==> src/rtl/tone_player_pkg.sv <==
// tone_pkg: FSM encoding, ROM entry layout and jingle contents shared by the tone player.
package tone_pkg;
  typedef enum logic [2:0] {S_IDLE, S_LOAD, S_PLAY, S_GAP, S_DONE} state_e;
  localparam int HP_W = 8;
  localparam int DUR_W = 4;
  localparam int DUR_CNT_W = 5;
  localparam int PRE_W = 12;
  localparam int GAP_W = 10;
  localparam logic [1:0] SONG_START = 2'd0;
  localparam logic [1:0] SONG_LEFT = 2'd1;
  localparam logic [1:0] SONG_RIGHT = 2'd2;
  localparam logic [1:0] SONG_TIE = 2'd3;
  typedef struct packed {
    logic             last;
    logic [DUR_W-1:0] dur;
    logic [HP_W-1:0]  hp;
  } rom_entry_t;
  function automatic rom_entry_t note(input logic last, input logic [DUR_W-1:0] dur, input logic [HP_W-1:0] hp);
    return '{last: last, dur: dur, hp: hp};
  endfunction
  // hp=0 is a rest, dur=0 means 16 units; unlisted slots are never reached
  function automatic rom_entry_t rom_lookup(input logic [4:0] addr);
    rom_entry_t e;
    e = '0;
    case (addr)
      {SONG_START, 3'd0}: e = note(1'b0, 4'd4, 8'd222);
      {SONG_START, 3'd1}: e = note(1'b0, 4'd4, 8'd180);
      {SONG_START, 3'd2}: e = note(1'b0, 4'd2, 8'd150);
      {SONG_START, 3'd3}: e = note(1'b1, 4'd8, 8'd111);
      {SONG_LEFT, 3'd0}:  e = note(1'b0, 4'd2, 8'd10);
      {SONG_LEFT, 3'd1}:  e = note(1'b0, 4'd0, 8'd0);
      {SONG_LEFT, 3'd2}:  e = note(1'b1, 4'd3, 8'd16);
      {SONG_RIGHT, 3'd0}: e = note(1'b0, 4'd1, 8'd5);
      {SONG_RIGHT, 3'd1}: e = note(1'b0, 4'd1, 8'd6);
      {SONG_RIGHT, 3'd2}: e = note(1'b0, 4'd1, 8'd7);
      {SONG_RIGHT, 3'd3}: e = note(1'b0, 4'd1, 8'd8);
      {SONG_RIGHT, 3'd4}: e = note(1'b0, 4'd1, 8'd9);
      {SONG_RIGHT, 3'd5}: e = note(1'b0, 4'd1, 8'd10);
      {SONG_RIGHT, 3'd6}: e = note(1'b0, 4'd1, 8'd11);
      {SONG_RIGHT, 3'd7}: e = note(1'b0, 4'd1, 8'd12);
      {SONG_TIE, 3'd0}:   e = note(1'b0, 4'd1, 8'd3);
      {SONG_TIE, 3'd1}:   e = note(1'b1, 4'd1, 8'd0);
      default:            e = '0;
    endcase
    return e;
  endfunction
endpackage

==> src/rtl/tone_player_if.sv <==
// tone_player_if: trigger and status bundle between the game FSM and the tone player.
interface tone_player_if;
  logic       play;
  logic [1:0] song_sel;
  logic       speaker;
  logic       busy;
  logic       done;
  modport master (output play, song_sel, input speaker, busy, done);
  modport slave (input play, song_sel, output speaker, busy, done);
endinterface

==> src/rtl/tone_player_rom.sv <==
// tone_rom: combinational 32x13 jingle lookup addressed by {song, idx}.
module tone_rom
  import tone_pkg::*;
(
  input  logic [1:0] i_song,
  input  logic [2:0] i_idx,
  output rom_entry_t o_entry
);
  assign o_entry = rom_lookup({i_song, i_idx});
endmodule

==> src/rtl/tone_player.sv <==
// tone_player: plays ROM jingles on a square-wave speaker pin, timed only by slowen.
module tone_player
  import tone_pkg::*;
#(
  parameter int DUR_UNIT = 4096,
  parameter int GAP_TICKS = 512
) (
  input  logic clk,
  input  logic rst,
  input  logic slowen,
  tone_player_if.slave bus
);
  state_e               r_state, w_state_nx;
  logic [1:0]           r_song, w_song_nx;
  logic [2:0]           r_idx, w_idx_nx;
  logic [PRE_W-1:0]     r_pre, w_pre_nx;
  logic [GAP_W-1:0]     r_gap, w_gap_nx;
  logic [HP_W-1:0]      r_hp, w_hp_nx;
  logic [DUR_CNT_W-1:0] r_dur, w_dur_nx;
  logic                 r_speaker, w_speaker_nx;
  rom_entry_t           w_entry;
  logic                 w_unit_wrap;
  logic                 w_hp_hit;
  logic                 w_song_end;

  tone_rom u_rom (
    .i_song (r_song),
    .i_idx  (r_idx),
    .o_entry(w_entry)
  );

  assign w_unit_wrap = r_pre == PRE_W'(DUR_UNIT - 1);
  assign w_hp_hit = r_hp <= 8'd1;
  assign w_song_end = w_entry.last || r_idx == 3'd7;
  assign bus.speaker = r_speaker;
  assign bus.busy = r_state != S_IDLE;
  assign bus.done = r_state == S_DONE;

  always_comb begin
    w_state_nx = r_state;
    w_song_nx = r_song;
    w_idx_nx = r_idx;
    w_pre_nx = r_pre;
    w_gap_nx = r_gap;
    w_hp_nx = r_hp;
    w_dur_nx = r_dur;
    w_speaker_nx = r_speaker;
    case (r_state)
      S_IDLE: if (bus.play) begin
        w_state_nx = S_LOAD;
        w_song_nx = bus.song_sel;
        w_idx_nx = '0;
      end
      S_LOAD: begin
        w_hp_nx = w_entry.hp;
        w_pre_nx = '0;
        w_dur_nx = (w_entry.dur == '0) ? DUR_CNT_W'(16) : DUR_CNT_W'(w_entry.dur);
        w_speaker_nx = 1'b0;
        w_state_nx = S_PLAY;
      end
      S_PLAY: if (slowen) begin
        w_hp_nx = w_hp_hit ? w_entry.hp : r_hp - 1'b1;
        w_speaker_nx = r_speaker ^ (w_hp_hit && w_entry.hp != '0);
        w_pre_nx = w_unit_wrap ? '0 : r_pre + 1'b1;
        w_dur_nx = w_unit_wrap ? r_dur - 1'b1 : r_dur;
        // end of note overrides a toggle landing on the same tick
        if (w_unit_wrap && r_dur == 5'd1) begin
          w_speaker_nx = 1'b0;
          w_gap_nx = GAP_W'(GAP_TICKS);
          w_state_nx = S_GAP;
        end
      end
      S_GAP: if (slowen) begin
        w_gap_nx = r_gap - 1'b1;
        if (r_gap == 10'd1) begin
          w_state_nx = w_song_end ? S_DONE : S_LOAD;
          w_idx_nx = w_song_end ? r_idx : r_idx + 1'b1;
        end
      end
      S_DONE: w_state_nx = S_IDLE;
      default: w_state_nx = S_IDLE;
    endcase
  end

  always_ff @(posedge clk) begin
    if (rst) begin
      r_state <= S_IDLE;
      r_song <= '0;
      r_idx <= '0;
      r_pre <= '0;
      r_gap <= '0;
      r_hp <= '0;
      r_dur <= '0;
      r_speaker <= 1'b0;
    end else begin
      r_state <= w_state_nx;
      r_song <= w_song_nx;
      r_idx <= w_idx_nx;
      r_pre <= w_pre_nx;
      r_gap <= w_gap_nx;
      r_hp <= w_hp_nx;
      r_dur <= w_dur_nx;
      r_speaker <= w_speaker_nx;
    end
  end
endmodule
==> src/flat_wrapper.sv <==
// flat-port wrapper written by rule: the top's interface ports become plain ports
module tone_player_flat import tone_pkg::*;
#(
  parameter int DUR_UNIT = 4096,
  parameter int GAP_TICKS = 512
)
  (clk, rst, slowen, bus_play, bus_song_sel, bus_speaker, bus_busy, bus_done);
  tone_player_if bus_i ();
  input  logic clk;
  input  logic rst;
  input  logic slowen;
  input wire logic [$bits(bus_i.play)-1:0] bus_play;
  input wire logic [$bits(bus_i.song_sel)-1:0] bus_song_sel;
  output wire logic [$bits(bus_i.speaker)-1:0] bus_speaker;
  output wire logic [$bits(bus_i.busy)-1:0] bus_busy;
  output wire logic [$bits(bus_i.done)-1:0] bus_done;
  assign bus_i.play = bus_play;
  assign bus_i.song_sel = bus_song_sel;
  assign bus_speaker = bus_i.speaker;
  assign bus_busy = bus_i.busy;
  assign bus_done = bus_i.done;
  tone_player #(.DUR_UNIT(DUR_UNIT), .GAP_TICKS(GAP_TICKS)) u_core (.clk(clk), .rst(rst), .slowen(slowen), .bus(bus_i));
endmodule
==> config.mk <==
export PLATFORM = sky130hd
export DESIGN_NAME = tone_player_flat
export DESIGN_NICKNAME = d
export VERILOG_FILES = /design/src/rtl/tone_player_pkg.sv /design/src/rtl/tone_player_if.sv /design/src/rtl/tone_player_rom.sv /design/src/rtl/tone_player.sv /design/src/flat_wrapper.sv
export SDC_FILE = /design/constraint.sdc
export NUM_CORES = 1
export LEC_CHECK = 0
export BUFFER_PORTS_ARGS = -buffer_cell sky130_fd_sc_hd__buf_2
export CAP_MARGIN = 25
export CORE_ASPECT_RATIO = 0.7
export CORE_MARGIN = 2
export CORE_UTILIZATION = 50
export CTS_CLUSTER_SIZE = 10
export DETAILED_ROUTE_END_ITERATION = 8
export PLACE_DENSITY = 0.71
export SYNTH_ARGS = -nofsm -noshare
export SYNTH_HDL_FRONTEND = slang
export SYNTH_HIERARCHICAL = 1
export SYNTH_SLANG_ARGS = --single-unit
==> constraint.sdc <==
create_clock -name clk -period 4.5 [get_ports clk]
set_input_delay 0.675 -clock clk [delete_from_list [all_inputs] [get_ports clk]]
set_output_delay 0.675 -clock clk [all_outputs]
set_load 0.1 [all_outputs]
==> results.json, run 1 <==
{
  "outcome": "completed",
  "type_of_the_tightest_min_delay_check": "register to register",
  "drt_iter0_markers": 141,
  "final_cells": 426,
  "share_of_the_synthesized_area_in_compound_gates_ao_oa_aoi_oai_pct": 18.0,
  "ctsHoldBuffers": 0,
  "post-cts-setup-buffer-count": 0,
  "number_of_global_route_vias_before_repair": 2139,
  "syn_avg_cell_area_um2": 7.90,
  "clkLatencyLatePin_ns": 0.31,
  "yosys.area_share.xor_xnor_pct": 5.34,
  "start_kind": "register",
  "critPathMaxStageDelay_ns": 0.90,
  "htreeDepth": 2,
  "min_path_cells": 2,
  "postSynth.asyncResetShare_pct": 0,
  "synth_area_leaders": "sky130_fd_sc_hd__dfxtp_1 32%, sky130_fd_sc_hd__nor2_1 6.9%, sky130_fd_sc_hd__ha_1 6.7%, sky130_fd_sc_hd__a21oi_1 3.8%, sky130_fd_sc_hd__nand2_1 2.8%",
  "r2r_slack_ns": 2.09,
  "die_area_um2": 6200,
  "drive_above_1_share_pct": 9.89,
  "achievable-frequency_ghz": 0.415,
  "p_leak_nw": 1.08,
  "setup_violations": 0,
  "routabilityCongestion": 0.884,
  "chipHeight_um": 66.5,
  "worst_path_class_setup": "register to register",
  "regToRegEndpoint": "u_core/r_pre[6]$_SDFFE_PP0P_",
  "cts-root-to-sink-buffers": 2,
  "grtUsageTotal_pct": 20.6,
  "worst_pin_slew_ns": 0.996,
  "antenna_cells": 0,
  "cts_resized": 0,
  "post_synth_and_or_nand_nor_area_fraction_pct": 31.6,
  "power.density_nw_per_um2": 316,
  "dp_hpwl_um": 4320,
  "via_per_instance_ratio": 5.73,
  "grt_first_pass_wirelength_um": 10200,
  "numClockSinks": 44,
  "boundaryPins": 9,
  "layout.core_utilization_pct": 55.5,
  "yosys_register_bits": 44,
  "antenna_violations_before_repair": 0,
  "cts_made_buffers": 5,
  "synthDominantCellAreaShare_pct": 31.6,
  "ant_nets": 0,
  "core_region_area_um2": 5310,
  "synth.top_cells.by_count": "51 x sky130_fd_sc_hd__nor2_1, 44 x sky130_fd_sc_hd__dfxtp_1, 21 x sky130_fd_sc_hd__a21oi_1, 21 x sky130_fd_sc_hd__nand2_1, 17 x sky130_fd_sc_hd__inv_1",
  "gr-total-overflow": 0,
  "hold_end": "u_core/r_dur[1]$_SDFFE_PP0P_",
  "worstPathArrival_ns": 2.62,
  "rsz0062_at_grt": "false",
  "setup.worst_path.end_class": "register",
  "r2r.worst_path.cells": 5,
  "timing.final.crit_share_pct": 53.6,
  "yosys.cell_types.count": 57,
  "synth_sequential_area_ratio_pct": 31.6,
  "cts.clk_slew.worst_paths_ns": 0.09,
  "worst-endpoint-required_ns": 4.71,
  "r2r_start": "u_core/r_state[0]$_SDFFE_PP0P_",
  "die-width_um": 93.2,
  "detail_route.drc_violations": 0,
  "largest_family_of_logic_cells_by_synthesized_area": "simple AND/OR/NAND/NOR gates",
  "route.detailed.wl_per_inst_um": 14.1,
  "maxCapViolations": 0,
  "finClkSkew_ns": 0.00954,
  "report.final.slew_viol_count": 0,
  "grt_max_degree": 31,
  "adder_cell_share_of_the_synthesized_area_pct": 6.73,
  "synthesis.nets": 374,
  "finalSetupTns_ns": 0,
  "layout-area-overhead-vs-synth_pct": 5.70,
  "yosys_most_used_dff": "sky130_fd_sc_hd__dfxtp_1",
  "worst-path-max-fanout": 21,
  "post_synth_mux_area_share_pct": 1.48,
  "layout.nets": 374,
  "dp.cells": 417,
  "fillCellCount": 502,
  "root_buffer": "sky130_fd_sc_hd__clkbuf_8",
  "hold_violations": 0,
  "cells_after_synthesis": 353,
  "port_buffer_count": 8,
  "via_count": 2442,
  "hold_start": "u_core/r_dur[1]$_SDFFE_PP0P_",
  "cpMaxStageDelayCell": "sky130_fd_sc_hd__a2111oi_0",
  "mappedNetlistArea_um2": 2790,
  "crit_chain": "nand2b_1, a2111oi_0, nand4_1, xor2_1, nor2_1",
  "yosysMostFrequentCell": "sky130_fd_sc_hd__nor2_1",
  "placement_rows": 22,
  "initial_core_util_pct": 52.5,
  "slew-limit-headroom_pct": 31.9,
  "detailedRoute.firstPassIterationCount": 4,
  "period_needed_ns": 2.41,
  "yosys_warnings": 6,
  "vdd_ir_drop_max_uv": 196,
  "cts_tree": "yes",
  "synth-edff-count": 0,
  "wl_um": 5990,
  "yosys.area.top_type": "sky130_fd_sc_hd__dfxtp_1"
}
state kept, by name, summed over array words and instances (netlist names):
name	flops
u_core/r_dur	5
u_core/r_hp	8
u_core/r_state	3
u_core/r_pre	12
u_core/r_idx	3
u_core/r_gap	10
u_core/r_song	2
u_core/bus.speaker	1
area by class of cell:
class	count	area [µm²]	share of cell area, %
inverter	17	63.8	2.17
clock buffer	5	68.8	2.34
clock inverter	3	23.8	0.807
sequential	44	881	29.9
timing repair buffer	11	60.1	2.04
multi-input combinational	274	1760	59.7
tap	72	90.1	3.06
routing by layer:
| layer | wire (µm) | GRT usage, % |
|---|---|---|
| met2 | 2500 | 30.0 |
| met4 | 43 | 5.51 |
| met5 | 0 | 0 |
| met3 | 331 | 4.64 |
| met1 | 3110 | 30.2 |
logic make-up (layout without fill, tap and decap cells):
logic type	Yosys count	count (layout)
fa+ha+maj	15	15
compound gates	74	74
buf+inv	35	36
mux	4	4
flops	44	44
simple gates	164	164
xor+xnor	17	17
power breakdown:
| group | total, W | leakage (nW) | switching, W | internal (W) |
|---|---|---|---|---|
| Sequential | 0.000441 | 0.356 | 0.0000312 | 0.000410 |
| Clock | 0.000256 | 0.0404 | 0.000146 | 0.000110 |
| Combinational | 0.000234 | 0.683 | 0.000145 | 0.0000886 |
| Total | 0.000931 | 1.08 | 0.000322 | 0.000608 |
stage by stage:
step	cell area (µm²)	worst slack, ns	total power (W)	hold slack (ns)
after floorplan	2790	2.40	0.000632	0.441
after global placement	2850	2.17	0.000676	0.458
after detailed placement	2850	2.04	0.000679	0.462
after CTS	2940	2.04	0.000939	0.474
after global routing	2950	1.82	0.000996	0.506
final	2950	2.09	0.000931	0.476
worst max-delay path by stage:
stage                                    from                            to  slack [ns]  cells past startpoint
2_1_floorplan    u_core/r_dur[0]$_SDFFE_PP0P_  u_core/r_gap[4]$_SDFFE_PP0P_        2.40                      6
3_3_place_gp                           slowen  u_core/r_pre[4]$_SDFFE_PP0P_        2.17                      6
3_5_place_dp                           slowen  u_core/r_pre[6]$_SDFFE_PP0P_        2.04                      6
4_1_cts        u_core/r_state[0]$_SDFFE_PP0P_  u_core/r_dur[0]$_SDFFE_PP0P_        2.04                      6
5_1_grt        u_core/r_state[0]$_SDFFE_PP0P_  u_core/r_pre[6]$_SDFFE_PP0P_        1.82                      5
6_report       u_core/r_state[0]$_SDFFE_PP0P_  u_core/r_pre[6]$_SDFFE_PP0P_        2.09                      5
cell usage in the layout (no fill, tap or decap), types with 3 or more instances in the layout:
cell type / Yosys / routed
sky130_fd_sc_hd__nor2_1: 51 / 51
sky130_fd_sc_hd__dfxtp_1: 44 / 44
sky130_fd_sc_hd__a21oi_1: 21 / 21
sky130_fd_sc_hd__nand2_1: 21 / 21
sky130_fd_sc_hd__inv_1: 17 / 17
sky130_fd_sc_hd__nor3_1: 15 / 15
sky130_fd_sc_hd__o21ai_0: 15 / 15
sky130_fd_sc_hd__ha_1: 15 / 15
sky130_fd_sc_hd__or3_1: 12 / 12
sky130_fd_sc_hd__nand2b_1: 11 / 11
sky130_fd_sc_hd__nor4_1: 9 / 9
sky130_fd_sc_hd__xor2_1: 9 / 9
sky130_fd_sc_hd__buf_2: 1 / 8
sky130_fd_sc_hd__xnor2_1: 8 / 8
sky130_fd_sc_hd__nand3_1: 7 / 7
sky130_fd_sc_hd__and2_1: 6 / 6
sky130_fd_sc_hd__nand4_1: 6 / 6
sky130_fd_sc_hd__nor2b_1: 6 / 6
sky130_fd_sc_hd__clkbuf_8: 0 / 5
sky130_fd_sc_hd__o2111ai_1: 5 / 5
sky130_fd_sc_hd__a211oi_1: 4 / 4
sky130_fd_sc_hd__a21o_1: 3 / 3
sky130_fd_sc_hd__or4_1: 3 / 3
sky130_fd_sc_hd__a31oi_1: 3 / 3
sky130_fd_sc_hd__mux2i_1: 3 / 3
worst max-delay path, delay by kind of cell, from the launching register on:
family          cells  cell delay, ns
compound gates      1            0.90
xor+xnor            1            0.19
flops               1            0.75
simple gates        3            0.49
Power figures use the tool's default switching activity.
==> inputs of run 2 (changes only) <==
- PLACE_DENSITY: 0.71 -> 0.74
- clock period: 4.5 -> 2.1 ns (I/O delays scaled with it)
==> run 2 against run 1 <==
Via count rose by 5.2%; die area unchanged; clock-buffer cell count unchanged; fmax grew 21%; register-to-register slack got worse by 2.0 ns; non-clock buffer count is 17 higher; critical path depth is 3 higher; combinational power increased by 140%; critical endpoint is now u_core/r_idx[0]$_SDFFE_PP0P_.
==> results.json, run 2 (synthesized netlist as in run 1, its figures left out) <==
{
  "cpMaxStageDelayCell": "sky130_fd_sc_hd__or4b_4",
  "maxCapViolations": 0,
  "hold_end": "u_core/r_song[1]$_SDFFE_PP0P_",
  "numClockSinks": 44,
  "via_per_instance_ratio": 5.80,
  "grtUsageTotal_pct": 22.2,
  "cts.clk_slew.worst_paths_ns": 0.09,
  "port_buffer_count": 8,
  "worstPathArrival_ns": 2.25,
  "drive_above_1_share_pct": 15.9,
  "wl_um": 6430,
  "area_taken_by_flip_flops_and_latches_um2": 882,
  "vdd_ir_drop_max_uv": 384,
  "setup_violations": 0,
  "core_region_area_um2": 5310,
  "regToRegEndpoint": "u_core/r_idx[0]$_SDFFE_PP0P_",
  "report.final.slew_viol_count": 0,
  "initial_core_util_pct": 52.5,
  "boundaryPins": 9,
  "crit_chain": "ha_1, or4b_4, o21ai_2, nor2_2, nand4_1, nand3_1, a21oi_2, mux2_2",
  "htreeDepth": 2,
  "dp_hpwl_um": 4690,
  "r2r_slack_ns": 0.11,
  "registers.top_by_ff_count": "u_core/r_pre",
  "layout.nets": 391,
  "cts_made_buffers": 5,
  "drt_iter0_markers": 169,
  "detailedRoute.firstPassIterationCount": 5,
  "setup.worst_path.end_class": "register",
  "hold_start": "bus_song_sel[1]",
  "grt_first_pass_wirelength_um": 10900,
  "worst-path-max-fanout": 5,
  "type_of_the_tightest_min_delay_check": "input pin to register",
  "clkLatencyLatePin_ns": 0.31,
  "final_cell_mix": "50 x sky130_fd_sc_hd__nor2_1, 43 x sky130_fd_sc_hd__dfxtp_1, 21 x sky130_fd_sc_hd__nand2_1",
  "finClkSkew_ns": 0.00812,
  "final_cells": 443,
  "timing.final.crit_share_pct": 95.0,
  "multiInputGateArea_um2": 1790,
  "root_buffer": "sky130_fd_sc_hd__clkbuf_8",
  "antenna_cells": 0,
  "die-width_um": 93.2,
  "placement_rows": 22,
  "antenna_violations_before_repair": 0,
  "power.density_nw_per_um2": 696,
  "chipHeight_um": 66.5,
  "via_count": 2569,
  "outcome": "completed",
  "critPathMaxStageDelay_ns": 0.50,
  "biggest_regs": "u_core/r_pre x12, u_core/r_gap x10, u_core/r_hp x8",
  "r2r_start": "u_core/r_idx[1]$_SDFFE_PP0P_",
  "grt_max_degree": 31,
  "worst_path_class_setup": "register to register",
  "layout-area-overhead-vs-synth_pct": 12.2,
  "worst-endpoint-required_ns": 2.35,
  "p_leak_nw": 1.19,
  "fillCellCount": 501,
  "r2r.worst_path.cells": 8,
  "layout_commonest_cell": "sky130_fd_sc_hd__nor2_1",
  "hold_violations": 0,
  "cts_tree": "yes",
  "slew-limit-headroom_pct": 61.4,
  "achievable-frequency_ghz": 0.501,
  "detail_route.drc_violations": 0,
  "number_of_global_route_vias_before_repair": 2294,
  "route.detailed.wl_per_inst_um": 14.5,
  "post-cts-setup-buffer-count": 0,
  "start_kind": "register",
  "period_needed_ns": 1.99,
  "ant_nets": 0,
  "largest_register_ffs": 12,
  "dp.cells": 435,
  "min_path_cells": 3,
  "layout.core_utilization_pct": 58.9,
  "cts-root-to-sink-buffers": 2,
  "gr-total-overflow": 0,
  "worst_pin_slew_ns": 0.579,
  "die_area_um2": 6200,
  "power_w": 0.00218,
  "routabilityCongestion": 0.856
}
[run 2: cell count changes in the layout (fill, tap and decap cells not counted), moves of 2 or more]
| cell | previous run | this run |
|---|---|---|
| sky130_fd_sc_hd__nor3_2 | 0 | 2 |
| sky130_fd_sc_hd__buf_4 | 2 | 20 |
| sky130_fd_sc_hd__nor3_1 | 15 | 13 |
| sky130_fd_sc_hd__clkinvlp_4 | 2 | 0 |
[run 2: timing repair]
action / in CTS / in global routing
gates resized for setup: 0 / 7
hold buffers: 0 / 0
setup endpoints to repair: 0 / 10
[run 2: metal layers]
layer | vias to the layer above | track usage (%) | routed length (µm)
met5 | - | 0 | 0
met4 | 0 | 6.07 | 67
met3 | 7 | 4.98 | 363
met2 | 61 | 33.3 | 2680
met1 | 1221 | 31.9 | 3320
li1 | 1280 | - | -
[run 2: final cells by class]
| type | instances | share of cell area, % |
|---|---|---|
| multi-input cells | 274 | 57.1 |
| repair buffers | 28 | 6.08 |
| clock inverters | 3 | 1.52 |
| well taps | 72 | 2.88 |
| clock buffers | 5 | 2.20 |
| flip-flops and latches | 44 | 28.2 |
| inverters | 17 | 2.04 |
[run 2: power breakdown]
part	internal (W)	switching, W	total, W
Combinational	0.000222	0.000351	0.000573
Sequential	0.000878	0.0000495	0.000928
Clock	0.000359	0.000318	0.000677
Total	0.00146	0.000718	0.00218
[run 2: per-stage QoR]
| stage | area, µm² | TNS, ns | setup WS, ns | hold slack (ns) |
|---|---|---|---|---|
| 6_report | 3130 | 0 | 0.105 | 0.245 |
| 5_1_grt | 3130 | -0.00831 | -0.00831 | 0.260 |
| 4_1_cts | 3100 | 0 | 0.0772 | 0.239 |
| 3_5_place_dp | 2980 | 0 | 0.0995 | 0.465 |
| 3_3_place_gp | 2980 | 0 | 0.195 | 0.454 |
| 2_1_floorplan | 2790 | 0 | 0.133 | 0.441 |
[run 2: critical path, delay by kind of cell, from the launching register on]
family	cells	cell delay [ns]
and+or+nand+nor	4	0.83
AOI/OAI and AO/OA	2	0.28
adders and majority gates	1	0.22
DFF	1	0.43
muxes	1	0.18
[run 2: worst max-delay path by stage]
stage | start | end | slack, ns | cells after the start
2_1_floorplan | u_core/r_dur[0]$_SDFFE_PP0P_ | u_core/r_gap[4]$_SDFFE_PP0P_ | 0.13 | 6
3_3_place_gp | u_core/r_dur[0]$_SDFFE_PP0P_ | u_core/r_gap[9]$_SDFFE_PP0P_ | 0.20 | 7
3_5_place_dp | u_core/r_dur[0]$_SDFFE_PP0P_ | u_core/r_gap[1]$_SDFFE_PP0P_ | 0.1 | 6
4_1_cts | u_core/r_dur[0]$_SDFFE_PP0P_ | u_core/r_gap[1]$_SDFFE_PP0P_ | 0.08 | 6
5_1_grt | u_core/r_idx[1]$_SDFFE_PP0P_ | u_core/r_idx[0]$_SDFFE_PP0P_ | -0.008 | 9
6_report | u_core/r_idx[1]$_SDFFE_PP0P_ | u_core/r_idx[0]$_SDFFE_PP0P_ | 0.11 | 8
